<file path="config.mk">
export PLATFORM = sky130hd
export DESIGN_NAME = uart_tx_flat
export DESIGN_NICKNAME = d
export VERILOG_FILES = /design/src/rtl/uart_pkg.sv /design/src/rtl/uart_tx_if.sv /design/src/rtl/uart_baud_tick.sv /design/src/rtl/uart_tx.sv /design/src/flat_wrapper.sv
export SDC_FILE = /design/constraint.sdc
export NUM_CORES = 1
export LEC_CHECK = 0
export CAP_MARGIN = 30
export CORE_UTILIZATION = 50
export DETAILED_ROUTE_END_ITERATION = 8
export MAX_ROUTING_LAYER = met4
export PLACE_DENSITY = 0.72
export SLEW_MARGIN = 15
export SYNTH_ARGS = -nofsm -noshare
export SYNTH_HDL_FRONTEND = slang
export SYNTH_SLANG_ARGS = --single-unit
</file>
<file path="constraint.sdc">
create_clock -name i_clk -period 5.5 [get_ports i_clk]
set_clock_uncertainty 0.05 [all_clocks]
set_input_delay 1.1 -clock i_clk [delete_from_list [all_inputs] [get_ports i_clk]]
set_output_delay 1.1 -clock i_clk [all_outputs]
set_load 0.02 [all_outputs]
</file>
<file path="src/rtl/uart_pkg.sv">
// Shared types and constants for the UART transmitter slice.
package uart_pkg;

  typedef enum logic [2:0] {
    ST_IDLE,
    ST_START,
    ST_DATA,
    ST_PARITY,
    ST_STOP
  } uart_state_t;

  localparam int PAR_NONE = 0;
  localparam int PAR_ODD  = 1;
  localparam int PAR_EVEN = 2;

  // Rounded to the nearest whole clock so the baud error stays minimal.
  function automatic int calc_clks_per_bit(input int clk_hz, input int baud);
    return (clk_hz + baud / 2) / baud;
  endfunction

endpackage

</file>
<file path="src/rtl/uart_tx_if.sv">
// Host-side handshake of the UART transmitter: byte request in, status and line out.
interface uart_tx_if;

  logic       i_tx_start;
  logic [7:0] i_tx_byte;
  logic       o_tx_busy;
  logic       o_tx_done;
  logic       o_tx_serial_data;

  modport master (
    output i_tx_start, i_tx_byte,
    input  o_tx_busy, o_tx_done, o_tx_serial_data
  );

  modport slave (
    input  i_tx_start, i_tx_byte,
    output o_tx_busy, o_tx_done, o_tx_serial_data
  );

endinterface

</file>
<file path="src/rtl/uart_baud_tick.sv">
// Bit-period counter: one-cycle tick every CLKS_PER_BIT clocks, restartable on frame start.
module uart_baud_tick #(
  parameter int CLKS_PER_BIT = 868
) (
  input  logic i_clk,
  input  logic i_rst_n,
  input  logic i_restart,
  output logic o_tick
);

  localparam int                CNT_W = $clog2(CLKS_PER_BIT);
  localparam logic [CNT_W-1:0] LAST  = CNT_W'(CLKS_PER_BIT - 1);

  logic [CNT_W-1:0] r_cnt;

  always_ff @(posedge i_clk or negedge i_rst_n) begin
    if (!i_rst_n) begin
      r_cnt <= '0;
    end else if (i_restart || o_tick) begin
      r_cnt <= '0;
    end else begin
      r_cnt <= r_cnt + 1'b1;
    end
  end

  assign o_tick = (r_cnt == LAST);

endmodule

</file>
<file path="src/rtl/uart_tx.sv">
// UART transmitter: start bit, DATA_BITS data LSB first, optional parity, STOP_BITS stop bits.
module uart_tx
  import uart_pkg::*;
#(
  parameter int CLKS_PER_BIT = calc_clks_per_bit(100_000_000, 115_200),
  parameter int DATA_BITS    = 8,
  parameter int PARITY       = PAR_NONE,
  parameter int STOP_BITS    = 1
) (
  input logic      i_clk,
  input logic      i_rst_n,
  uart_tx_if.slave bus
);

  localparam logic [7:0] DATA_MASK = 8'((1 << DATA_BITS) - 1);
  localparam logic [2:0] LAST_BIT  = 3'(DATA_BITS - 1);
  localparam logic       LAST_STOP = 1'(STOP_BITS - 1);

  uart_state_t r_state;
  logic [7:0]  r_shift;
  logic [2:0]  r_bit_idx;
  logic        r_stop_idx;
  logic        r_parity;
  logic        r_serial;
  logic        r_busy;
  logic        r_done;

  logic        w_restart;
  logic        w_tick;
  logic [7:0]  w_data;

  assign w_data    = bus.i_tx_byte & DATA_MASK;
  assign w_restart = (r_state == ST_IDLE) && bus.i_tx_start;

  uart_baud_tick #(
    .CLKS_PER_BIT(CLKS_PER_BIT)
  ) u_baud (
    .i_clk    (i_clk),
    .i_rst_n  (i_rst_n),
    .i_restart(w_restart),
    .o_tick   (w_tick)
  );

  always_ff @(posedge i_clk or negedge i_rst_n) begin
    if (!i_rst_n) begin
      r_state    <= ST_IDLE;
      r_shift    <= '0;
      r_bit_idx  <= '0;
      r_stop_idx <= '0;
      r_parity   <= '0;
      r_serial   <= '1;
      r_busy     <= '0;
      r_done     <= '0;
    end else begin
      r_done <= 1'b0;
      case (r_state)
        ST_IDLE: begin
          if (bus.i_tx_start) begin
            r_shift    <= w_data;
            r_parity   <= (PARITY == PAR_ODD) ? ~^w_data : ^w_data;
            r_bit_idx  <= '0;
            r_stop_idx <= '0;
            r_serial   <= 1'b0;
            r_busy     <= 1'b1;
            r_state    <= ST_START;
          end
        end
        ST_START: begin
          if (w_tick) begin
            r_serial <= r_shift[0];
            r_shift  <= {1'b0, r_shift[7:1]};
            r_state  <= ST_DATA;
          end
        end
        ST_DATA: begin
          if (w_tick) begin
            if (r_bit_idx == LAST_BIT) begin
              if (PARITY != PAR_NONE) begin
                r_serial <= r_parity;
                r_state  <= ST_PARITY;
              end else begin
                r_serial <= 1'b1;
                r_state  <= ST_STOP;
              end
            end else begin
              r_serial  <= r_shift[0];
              r_shift   <= {1'b0, r_shift[7:1]};
              r_bit_idx <= r_bit_idx + 1'b1;
            end
          end
        end
        ST_PARITY: begin
          if (w_tick) begin
            r_serial <= 1'b1;
            r_state  <= ST_STOP;
          end
        end
        ST_STOP: begin
          // Line is already high; only the stop-bit count decides when to finish.
          if (w_tick) begin
            if (r_stop_idx == LAST_STOP) begin
              r_busy  <= 1'b0;
              r_done  <= 1'b1;
              r_state <= ST_IDLE;
            end else begin
              r_stop_idx <= 1'b1;
            end
          end
        end
        default: r_state <= ST_IDLE;
      endcase
    end
  end

  assign bus.o_tx_serial_data = r_serial;
  assign bus.o_tx_busy        = r_busy;
  assign bus.o_tx_done        = r_done;

endmodule

</file>
<file path="src/flat_wrapper.sv">
// flat-port wrapper written by rule: the top's interface ports become plain ports
module uart_tx_flat import uart_pkg::*;
#(
  parameter int CLKS_PER_BIT = calc_clks_per_bit(100_000_000, 115_200),
  parameter int DATA_BITS    = 8,
  parameter int PARITY       = PAR_NONE,
  parameter int STOP_BITS    = 1
)
  (i_clk, i_rst_n, bus_i_tx_start, bus_i_tx_byte, bus_o_tx_busy, bus_o_tx_done, bus_o_tx_serial_data);
  uart_tx_if bus_i ();
  input logic i_clk;
  input logic i_rst_n;
  input wire logic [$bits(bus_i.i_tx_start)-1:0] bus_i_tx_start;
  input wire logic [$bits(bus_i.i_tx_byte)-1:0] bus_i_tx_byte;
  output wire logic [$bits(bus_i.o_tx_busy)-1:0] bus_o_tx_busy;
  output wire logic [$bits(bus_i.o_tx_done)-1:0] bus_o_tx_done;
  output wire logic [$bits(bus_i.o_tx_serial_data)-1:0] bus_o_tx_serial_data;
  assign bus_i.i_tx_start = bus_i_tx_start;
  assign bus_i.i_tx_byte = bus_i_tx_byte;
  assign bus_o_tx_busy = bus_i.o_tx_busy;
  assign bus_o_tx_done = bus_i.o_tx_done;
  assign bus_o_tx_serial_data = bus_i.o_tx_serial_data;
  uart_tx #(.CLKS_PER_BIT(CLKS_PER_BIT), .DATA_BITS(DATA_BITS), .PARITY(PARITY), .STOP_BITS(STOP_BITS)) u_core (.i_clk(i_clk), .i_rst_n(i_rst_n), .bus(bus_i));
endmodule
</file>
# Word level (Yosys, flattened, before mapping)
# Index checks and enable logic that the tools add are counted.
word_totals:
  elab_cells: 71
  out_inout_bits: 3
  inputBits: 11
  reg_bits: 28
op_classes:
  muxes: 34
  eq_ne: 14
  n_addsub: 2
  n_reduce_logical: 13
op_table:
  columns: ["cell", "n"]
  rows:
  - ["2-to-1 mux 8 bit", 4]
  - ["2-to-1 mux 3 bit", 10]
  - ["case mux 8 bit (3 select lines)", 1]
  - ["case mux 3 bit (5 select lines)", 1]
  - ["inequality test 2 bit, second input constant", 7]
  - ["2-to-1 mux 1 bit", 13]
  - ["adder 10 x 1 -> 10 bit, second input constant", 1]
  - ["equality test 10 bit, second input constant", 1]
  - ["2-to-1 mux 10 bit", 1]
  - ["AND reduction 5 bit", 2]
  - ["AND reduction 4 bit", 2]
  - ["AND reduction 7 bit", 1]
  - ["equality test 3 x 2 -> 1 bit, second input constant", 2]
  - ["equality test 3 bit, second input constant", 2]
  - ["case mux 3 bit (2 select lines)", 1]
  - ["case mux 1 bit (2 select lines)", 2]
  - ["case mux 1 bit (4 select lines)", 1]
  - ["nonzero test 2 bit", 2]
  - ["nonzero test 4 bit", 1]
  - ["adder 3 x 1 -> 3 bit, second input constant", 1]
  - ["equality test 3 x 1 -> 1 bit, second input constant", 1]
  - ["logical NOT 3 bit", 1]
  - ["AND reduction 3 bit", 1]
  - ["nonzero test 3 bit", 1]
  - ["other kinds (3)", 3]

# Longest topological paths before layout
# Gate-level depths: netlist of the first run.
depth:
  word_depth: 4
  mapped_depth: 7
  mapped_depth_nobuf: 6

# Hierarchy
# From an unflattened synthesis of the first run, not the netlist that was laid out.
unflattened:
  cells_unflattened: 141
  hier_area_um2: 1427.6
by_module_without_submodules:
  columns: ["mod", "instances", "cells_each", "area_each_um2", "seq_area_each_um2"]
  rows:
  - ["uart_tx", 1, 89, 913.4, 426.7]
  - ["uart_baud_tick", 1, 52, 514.2, 250.2]

# Least setup slack after synthesis of the first run
# Ideal clock, no wire load.
synth_path:
  kind: "input-to-reg"
  startpoint: "input port bus_i_tx_start"
  endpoint: "register u_core.r_bit_idx[0]"
  setup_slack_ps: 3244
  t_required_ps: 5331
  arrival_ps: 2087
  cell_stages: 4
  path_cell_list: "nor4b_1 > clkbuf_1 > o221ai_1 > o21a_1"
synth_between:
  elab_chain_len: 2
synth_lines:
  columns: ["element", "line_no", "rtl"]
  rows:
  - ["from (decl)", "flat_wrapper.sv:13", "input wire logic [$bits(bus_i.i_tx_start)-1:0] bus_i_tx_start;"]
  - ["inequality test 2 bit (no line)", null, null]
  - ["AND reduction 4 bit (no line)", null, null]
  - ["to (signal assigned)", "uart_tx.sv:88", "r_bit_idx <= r_bit_idx + 1'b1;"]
  - ["to (decl)", "uart_tx.sv:21", "logic [2:0] r_bit_idx;"]
# Every way passes these cells.
# A chain may end at the register's enable or synchronous reset.

# Worst setup path after layout of the first run
layout_path:
  startpoint: "input port bus_i_tx_start"
  endpoint: "register u_core.u_baud.r_cnt[8]"
layout_between:
  elab_chain_len: 3
layout_lines:
  columns: ["element", "line_no", "rtl"]
  rows:
  - ["logical AND 1 bit", "uart_tx.sv:33", "assign w_restart = (r_state == ST_IDLE) && bus.i_tx_start;"]
  - ["logical OR 1 bit", "uart_baud_tick.sv:19", "end else if (i_restart || o_tick) begin"]
  - ["2-to-1 mux 10 bit", "uart_baud_tick.sv:19", null]
  - ["to (signal assigned)", "uart_baud_tick.sv:22", "r_cnt <= r_cnt + 1'b1;"]
  - ["to (decl)", "uart_baud_tick.sv:14", "logic [CNT_W-1:0] r_cnt;"]
# Every way passes these cells.

==> qor.yml, run 1 <==
outcome:
  status: "finished clean"
drt:
  ant_nets: 0
  drc: 0
  top_layer: "met4"
  viasPerCell: 5.67
  dr_wl_met3_um: 67
  drtPass1Iterations: 4
  wl_met1_um: 1200
  wirelength_um: 2470
  drtIter0Drc: 26
  via_count: 976
  wl_met2_um: 1180
  wl_per_cell_um: 14.3
yosys:
  syn_nets: 143
  yosys.area.top_type: "dfrtp_1"
  yosysSeqAreaShare: 0.509
  netlist_instances: 129
  synth-edff-count: 0
  ys_top_cells_by_area: "dfrtp_1, nor2_1, a221o_1, xnor2_1, and2_1"
  synth_seq_cells: 27
  yosys.cell_types.count: 34
  ys_warn_count: 0
  ys.flop_type: "dfrtp_1"
  syn_area_um2: 1330
  ys_async_sr_fraction: 1.00
  avgSynthCellArea_um2: 10.3
  synth_top_area_share: 0.490
critical_path:
  path_class: "primary input to flop"
  crit_arrival_ns: 2.85
  worstPathRequired_ns: 5.65
  cp.buffers_inverters: 2
  cp-end-kind: "flop"
  start_kind: "primary input"
  worstPathCellList: "clkdlybuf4s50_1, nor4b_2, buf_4, nand2b_1, nor2_1"
  cp_slowest_cell: "nor4b_2"
  cp_max_fo: 9
  critPathTopFamily: "simple AND/OR/NAND/NOR gates"
  slowest_delay_ns: 0.60
cts:
  h-tree-depth: 1
  cts_inserted_buffers: 3
  cts_root_buf: "clkbuf_4"
  clk_latency_ns: 0.31
  postCtsHoldBufs: 0
  clock_sinks: 27
  cts_tree: "yes"
  cts_resized: 0
  postCtsSetupBuffers: 0
  cts_max_path_buffers: 2
  clkTransAtPathRegs_ns: 0.13
timing:
  max-slew-margin-rel: 0.528
  fin_crit_ns: 2.70
  slew_violations: 0
  finalSetupTns_ns: 0
  setup_violations: 0
  worst_pin_slew_ns: 0.706
  rsz0062_at_grt: "no"
  finalWorstSetupSlack_ns: 2.80
  hold_viol_final: 0
  fmax_mhz: 370
  timing.final.crit_share: 0.491
floorplan:
  die_h_um: 53.6
  chipWidth_um: 53.6
  io_pins: 14
  num_rows: 18
  die_area_um2: 2870
  core_um2: 2500
  initial_core_util: 0.532
hold_path:
  min_path_type: "flop to flop"
grt:
  grt_max_degree: 28
  grt_overflow: 0
  grt_pass1_wl_um: 3770
  grtUsageTotal: 0.189
  antenna_found_initial: 0
  first_global_vias: 874
layout:
  seqCellArea_um2: 677
  diodes: 0
  nFillCells: 203
  multiInputGateArea_um2: 613
  area_growth_pct: 13.9
  layout.nets: 157
  drive_gt1_frac: 0.0775
power:
  leakagePower_nw: 0.643
  vdd.ir_drop.worst_uv: 232
  powerDensity_nw_per_um2: 313
placed_design:
  dp_hpwl_um: 1790
  place_congestion: 0.764
  pre_cts_ws_ns: 2.47
  io_buffers: 13
run:
  cap_viol_max_count: 0
[worst register-to-register path, delay by kind of cell, from the launching register on]
family,cells,cell delay (ns)
AND/OR/NAND/NOR,2,0.95
flip-flops,1,0.46
AO/OA/AOI/OAI,2,0.88
[per-layer routing]
| layer | vias to the layer above | track usage |
|---|---|---|
| met4 | 0 | 0.0526 |
| met2 | 16 | 0.310 |
| met1 | 477 | 0.245 |
| met3 | 2 | 0.0254 |
| met5 | - | - |
| li1 | 481 | - |
[placed cells by master, fill, tap and decap left out, types with 2 or more instances in the layout]
master,instances
dfrtp_1,26
nor2_1,19
clkdlybuf4s50_1,13
nand2b_1,7
and2_1,7
a221o_1,7
nand3_1,6
xnor2_1,6
nand2_1,4
nor3_1,4
inv_1,4
o21ai_0,4
xor2_1,3
ha_1,3
clkbuf_4,3
or3_1,2
nand4_1,2
nor4_1,2
o21a_1,2
buf_4,2
[path summary, 6_finish.rpt]
check	startpoint	endpoint	slack (ns)	cells after the start
max in group asynchronous	i_rst_n	u_core.bus.o_tx_serial_data	4.02	2
worst min-delay path	u_core.bus.o_tx_serial_data	u_core.bus.o_tx_serial_data	0.43	2
worst max register to register	u_core.u_baud.r_cnt[2]	u_core.r_shift[6]	3.06	4
worst min register to register	u_core.bus.o_tx_serial_data	u_core.bus.o_tx_serial_data	0.43	2
worst max-delay path	bus_i_tx_start	u_core.u_baud.r_cnt[8]	2.80	5
min in group asynchronous	i_rst_n	u_core.r_state[1]	1.09	2
[through the flow]
step	total power, mW	cell area (um^2)	utilization	instances	hold WS, ns
3_3_place_gp	0.393	1480	0.592	167	0.418
2_1_floorplan	0.358	1330	-	129	0.405
3_5_place_dp	0.397	1490	0.595	168	0.420
5_1_grt	0.509	1510	0.606	172	0.454
4_1_cts	0.480	1510	0.606	172	0.439
6_report	0.474	1510	0.606	172	0.433
[power breakdown]
group          switching (mW)  internal, mW  total, mW
registers              0.0370         0.240      0.277
logic                  0.0544        0.0607      0.115
clock network          0.0531        0.0283     0.0814
[synthesized netlist by cell type, types with 3 or more instances]
master and instances:
nor2_1 19, clkbuf_1 5, o21ai_0 4, xor2_1 3, ha_1 3, nand2b_1 7
nand2_1 4, nand3_1 6, nor3_1 4, dfrtp_1 26, inv_1 4, a221o_1 7
xnor2_1 6, and2_1 7
[final cells by class]
type | count | share of cell area
inverters | 4 | 0.00992
well taps | 30 | 0.0248
clock buffers | 4 | 0.0174
flip-flops and latches | 27 | 0.447
repair buffers | 15 | 0.0959
multi-input cells | 92 | 0.405
[sequential cells by signal, indices dropped and copies added (netlist names)]
register	flops
u_core.bus.o_tx_busy	1
u_core.bus.o_tx_done	1
u_core.bus.o_tx_serial_data	1
u_core.r_bit_idx	3
u_core.r_shift	8
u_core.r_state	3
u_core.u_baud.r_cnt	10
[cell families (layout without fill, tap and decap cells)]
family | count (synthesis) | after routing | synth area share
AO/OA/AOI/OAI | 22 | 22 | 0.137
XOR/XNOR | 9 | 9 | 0.0593
adder cells (fa/ha/maj) | 3 | 3 | 0.0283
buffers and inverters | 10 | 23 | 0.0339
flip-flops | 27 | 27 | 0.509
multiplexers | 1 | 1 | 0.00753
AND/OR/NAND/NOR | 57 | 57 | 0.225
Note: power is estimated with default switching activity, not from simulation.
==> run 2, diff against run 1 <==
- clock period: 5.5 -> 2.7 ns (I/O delays scaled with it)
==> run 2 against run 1 <==
Compared with the run above:
- non-clock buffer count stayed put
- die area stayed put
- cell count stayed put
- largest power group unchanged
==> qor.yml, run 2 (synthesized netlist as in run 1, its figures left out) <==
drt:
  via_count: 956
  ant_nets: 0
  wirelength_um: 2290
  drtPass1Iterations: 4
  drtIter0Drc: 32
  viasPerCell: 5.56
  drc: 0
  wl_per_cell_um: 13.3
floorplan:
  io_pins: 14
  core_um2: 2500
  die_h_um: 53.6
  die_area_um2: 2870
  chipWidth_um: 53.6
  num_rows: 18
  initial_core_util: 0.532
timing:
  worst_pin_slew_ns: 0.527
  timing.hold.ws_ns: 0.431
  setup_violations: 0
  fmax_mhz: 418
  timing.final.crit_share: 0.887
  hold_viol_final: 0
  max-slew-margin-rel: 0.648
  finalWorstSetupSlack_ns: 0.306
  finalSetupTns_ns: 0
  fin_crit_ns: 2.39
  slew_violations: 0
  rsz0062_at_grt: "no"
placed_design:
  pre_cts_ws_ns: 0.310
  placed_cells: 168
  place_congestion: 0.800
  dp_hpwl_um: 1680
  io_buffers: 13
power:
  leakagePower_nw: 0.643
  powerDensity_nw_per_um2: 638
  vdd.ir_drop.worst_uv: 557
grt:
  grtUsageTotal: 0.192
  grt_overflow: 0
  antenna_found_initial: 0
  grt_pass1_wl_um: 3840
  first_global_vias: 826
  grt_max_degree: 28
layout:
  layout.nets: 157
  layout_common_cells: "dfrtp_1, nor2_1, clkdlybuf4s50_1"
  nFillCells: 207
  area_growth_pct: 13.9
  stdcell_count: 172
  top_regs: "u_core.u_baud.r_cnt x10, u_core.r_shift x8"
  diodes: 0
  multiInputGateArea_um2: 613
  drive_gt1_frac: 0.0775
  largest_reg_flops: 10
  largest-register: "u_core.u_baud.r_cnt"
  final_core_util: 0.606
  seqCellArea_um2: 677
  mostFrequentLayoutCell: "dfrtp_1"
cts:
  cts_root_buf: "clkbuf_4"
  clk_latency_ns: 0.31
  postCtsHoldBufs: 0
  cts_inserted_buffers: 3
  cts_resized: 0
  clkTransAtPathRegs_ns: 0.13
  cts_max_path_buffers: 2
  clock_sinks: 27
  h-tree-depth: 1
  cts_tree: "yes"
  postCtsSetupBuffers: 0
outcome:
  status: "finished clean"
run:
  cap_viol_max_count: 0
critical_path:
  crit_arrival_ns: 2.56
  rrSetupSlack_ns: 0.31
  start_kind: "flop"
  cp_max_fo: 9
  path_class: "flop to flop"
  cp-end-kind: "flop"
  worstPathRequired_ns: 2.86
hold_path:
  min_path_type: "flop to flop"
==> run 2: through the flow <==
stage | power, mW | area, um^2
floorplan | 0.730 | 1330
global placement | 0.799 | 1490
detailed placement | 0.812 | 1490
CTS | 0.985 | 1510
global route | 1.04 | 1510
finish | 0.966 | 1510
==> run 2: path summary, 6_finish.rpt <==
check                                                 start                     endpoint  depth (start not counted)
worst min register to register  u_core.bus.o_tx_serial_data  u_core.bus.o_tx_serial_data                          2
worst min-delay path            u_core.bus.o_tx_serial_data  u_core.bus.o_tx_serial_data                          2
worst max register to register       u_core.u_baud.r_cnt[2]            u_core.r_shift[6]                          4
max in group asynchronous                           i_rst_n  u_core.bus.o_tx_serial_data                          2
min in group asynchronous                           i_rst_n         u_core.bus.o_tx_done                          2
worst max-delay path                 u_core.u_baud.r_cnt[2]            u_core.r_shift[6]                          4
==> run 2: power by group <==
| group | total, mW | switching, mW | internal, mW | leakage (nW) |
|---|---|---|---|---|
| sequential | 0.569 | 0.0797 | 0.490 | 0.346 |
| combinational | 0.232 | 0.107 | 0.124 | 0.282 |
| clock | 0.165 | 0.108 | 0.0578 | 0.0150 |
==> run 2: layout make-up <==
type	count	area share
Sequential cell	27	0.447
Multi-Input combinational cell	92	0.405
Timing Repair Buffer	15	0.0959
Tap cell	30	0.0248
Clock buffer	4	0.0174
Inverter	4	0.00992
==> run 2: worst max-delay path: stages (launching register included) <==
cell	delay (ns)
dfrtp_1	0.46
or3_4	0.40
or3_1	0.52
a221o_2	0.49
a221o_1	0.37
==> run 2: routing by layer <==
metal,up-vias,routed length [um],global-route usage,part of all wire
met5,-,0,-,0
met4,0,14,0.0263,0.0061
met3,2,77,0.0508,0.034
met2,15,1050,0.292,0.46
met1,452,1140,0.264,0.50
li1,487,-,-,-
==> run 3, diff against run 2 <==
- CORE_MARGIN: default -> 4
==> run 3 against run 2 <==
Compared with the run above:
- fmax decreased by 0.56%
- combinational power hardly changed
- register-to-register slack about the same
- critical endpoint unchanged
- worst hold slack gained 0.0065 ns
- setup slack got worse by 0.013 ns
- first-iteration DRC count decreased by 31%
==> qor.yml, run 3 (synthesized netlist as in run 1, its figures left out) <==
critical_path:
  start_kind: "flop"
  path_class: "flop to flop"
  rr_worst_depth: 4
  cp_max_fo: 9
  rrSetupSlack_ns: 0.29
  crit-reg2reg-launch: "u_core.u_baud.r_cnt[2]"
  cp-end-kind: "flop"
  crit_start: "u_core.u_baud.r_cnt[2]"
  worstPathRequired_ns: 2.87
  crit_arrival_ns: 2.58
layout:
  drive_gt1_frac: 0.0775
  stdcell_count: 172
  area_growth_pct: 13.9
  layout.nets: 157
  largest-register: "u_core.u_baud.r_cnt"
  final_core_util: 0.606
  largest_reg_flops: 10
  layout_common_cells: "dfrtp_1, nor2_1, clkdlybuf4s50_1"
  mostFrequentLayoutCell: "dfrtp_1"
  top_regs: "u_core.u_baud.r_cnt x10, u_core.r_shift x8"
  diodes: 0
hold_path:
  min_from: "u_core.bus.o_tx_serial_data"
  min_path_type: "flop to flop"
  hold_depth: 2
power:
  powerDensity_nw_per_um2: 637
  leakagePower_nw: 0.643
  vdd.ir_drop.worst_uv: 476
grt:
  first_global_vias: 921
  grt_overflow: 0
  grt_max_degree: 28
  grtUsageTotal: 0.146
  antenna_found_initial: 0
  grt_pass1_wl_um: 3820
cts:
  cts_inserted_buffers: 3
  postCtsSetupBuffers: 0
  postCtsHoldBufs: 0
  clock_sinks: 27
  clkTransAtPathRegs_ns: 0.14
  cts_tree: "yes"
  clk_latency_ns: 0.32
  cts_max_path_buffers: 2
  h-tree-depth: 1
  cts_root_buf: "clkbuf_4"
  cts_resized: 0
floorplan:
  die_area_um2: 3550
  core_um2: 2500
  die_h_um: 59.6
  num_rows: 18
  io_pins: 14
  initial_core_util: 0.532
  chipWidth_um: 59.6
timing:
  hold_viol_final: 0
  rsz0062_at_grt: "no"
  fin_crit_ns: 2.41
  slew_violations: 0
  worst_pin_slew_ns: 0.493
  fmax_mhz: 415
  max-slew-margin-rel: 0.671
  finalSetupTns_ns: 0
  setup_violations: 0
  timing.final.crit_share: 0.892
drt:
  ant_nets: 0
  wl_per_cell_um: 13.3
  drc: 0
  via_count: 947
  wirelength_um: 2290
  drtPass1Iterations: 4
  drtIter0Drc: 22
  viasPerCell: 5.51
run:
  cap_viol_max_count: 0
outcome:
  status: "finished clean"
placed_design:
  dp_hpwl_um: 1690
  placed_cells: 168
  io_buffers: 13
  place_congestion: 0.812
==> run 3: power breakdown <==
| part | switching (mW) | internal (mW) |
|---|---|---|
| clock | 0.111 | 0.0577 |
| sequential | 0.0775 | 0.490 |
| combinational | 0.105 | 0.123 |
==> run 3: layout make-up <==
class                   instances  area (um^2)
fillers                       206          986
well taps                      30         37.5
repair buffers                 15          145
clock buffers                   4         26.3
inverters                       4         15.0
multi-input cells              92          613
flip-flops and latches         27          677
==> run 3: final timing paths <==
kind | endpoint
worst min register to register | u_core.bus.o_tx_serial_data
min in group asynchronous | u_core.r_state[1]
worst max-delay path | u_core.r_shift[6]
max in group asynchronous | u_core.bus.o_tx_serial_data
worst max register to register | u_core.r_shift[6]
worst min-delay path | u_core.bus.o_tx_serial_data
==> run 3: critical path, cell delays in order (launching register included) <==
cell and delay [ns]:
dfrtp_1 0.46, or3_4 0.40, or3_1 0.53, a221o_2 0.49
a221o_1 0.37
==> run 3: metal layers <==
layer / global-route usage / up-vias / wire length [um] / share of wire
met4: 0.0570 / 0 / 13 / 0.0057
met3: 0.0218 / 2 / 49 / 0.021
met2: 0.239 / 4 / 1090 / 0.47
met1: 0.183 / 457 / 1140 / 0.50
met5: - / - / 0 / 0
li1: - / 484 / - / -
==> run 3: per-stage QoR <==
step / hold slack, ns / setup WS (ns) / instance area [um^2] / total power [mW]
after floorplan: 0.194 / 0.458 / 1330 / 0.730
after global placement: 0.416 / 0.379 / 1490 / 0.798
after detailed placement: 0.423 / 0.308 / 1490 / 0.807
after CTS: 0.442 / 0.291 / 1510 / 0.973
after global routing: 0.456 / 0.197 / 1510 / 1.03
final: 0.438 / 0.292 / 1510 / 0.965
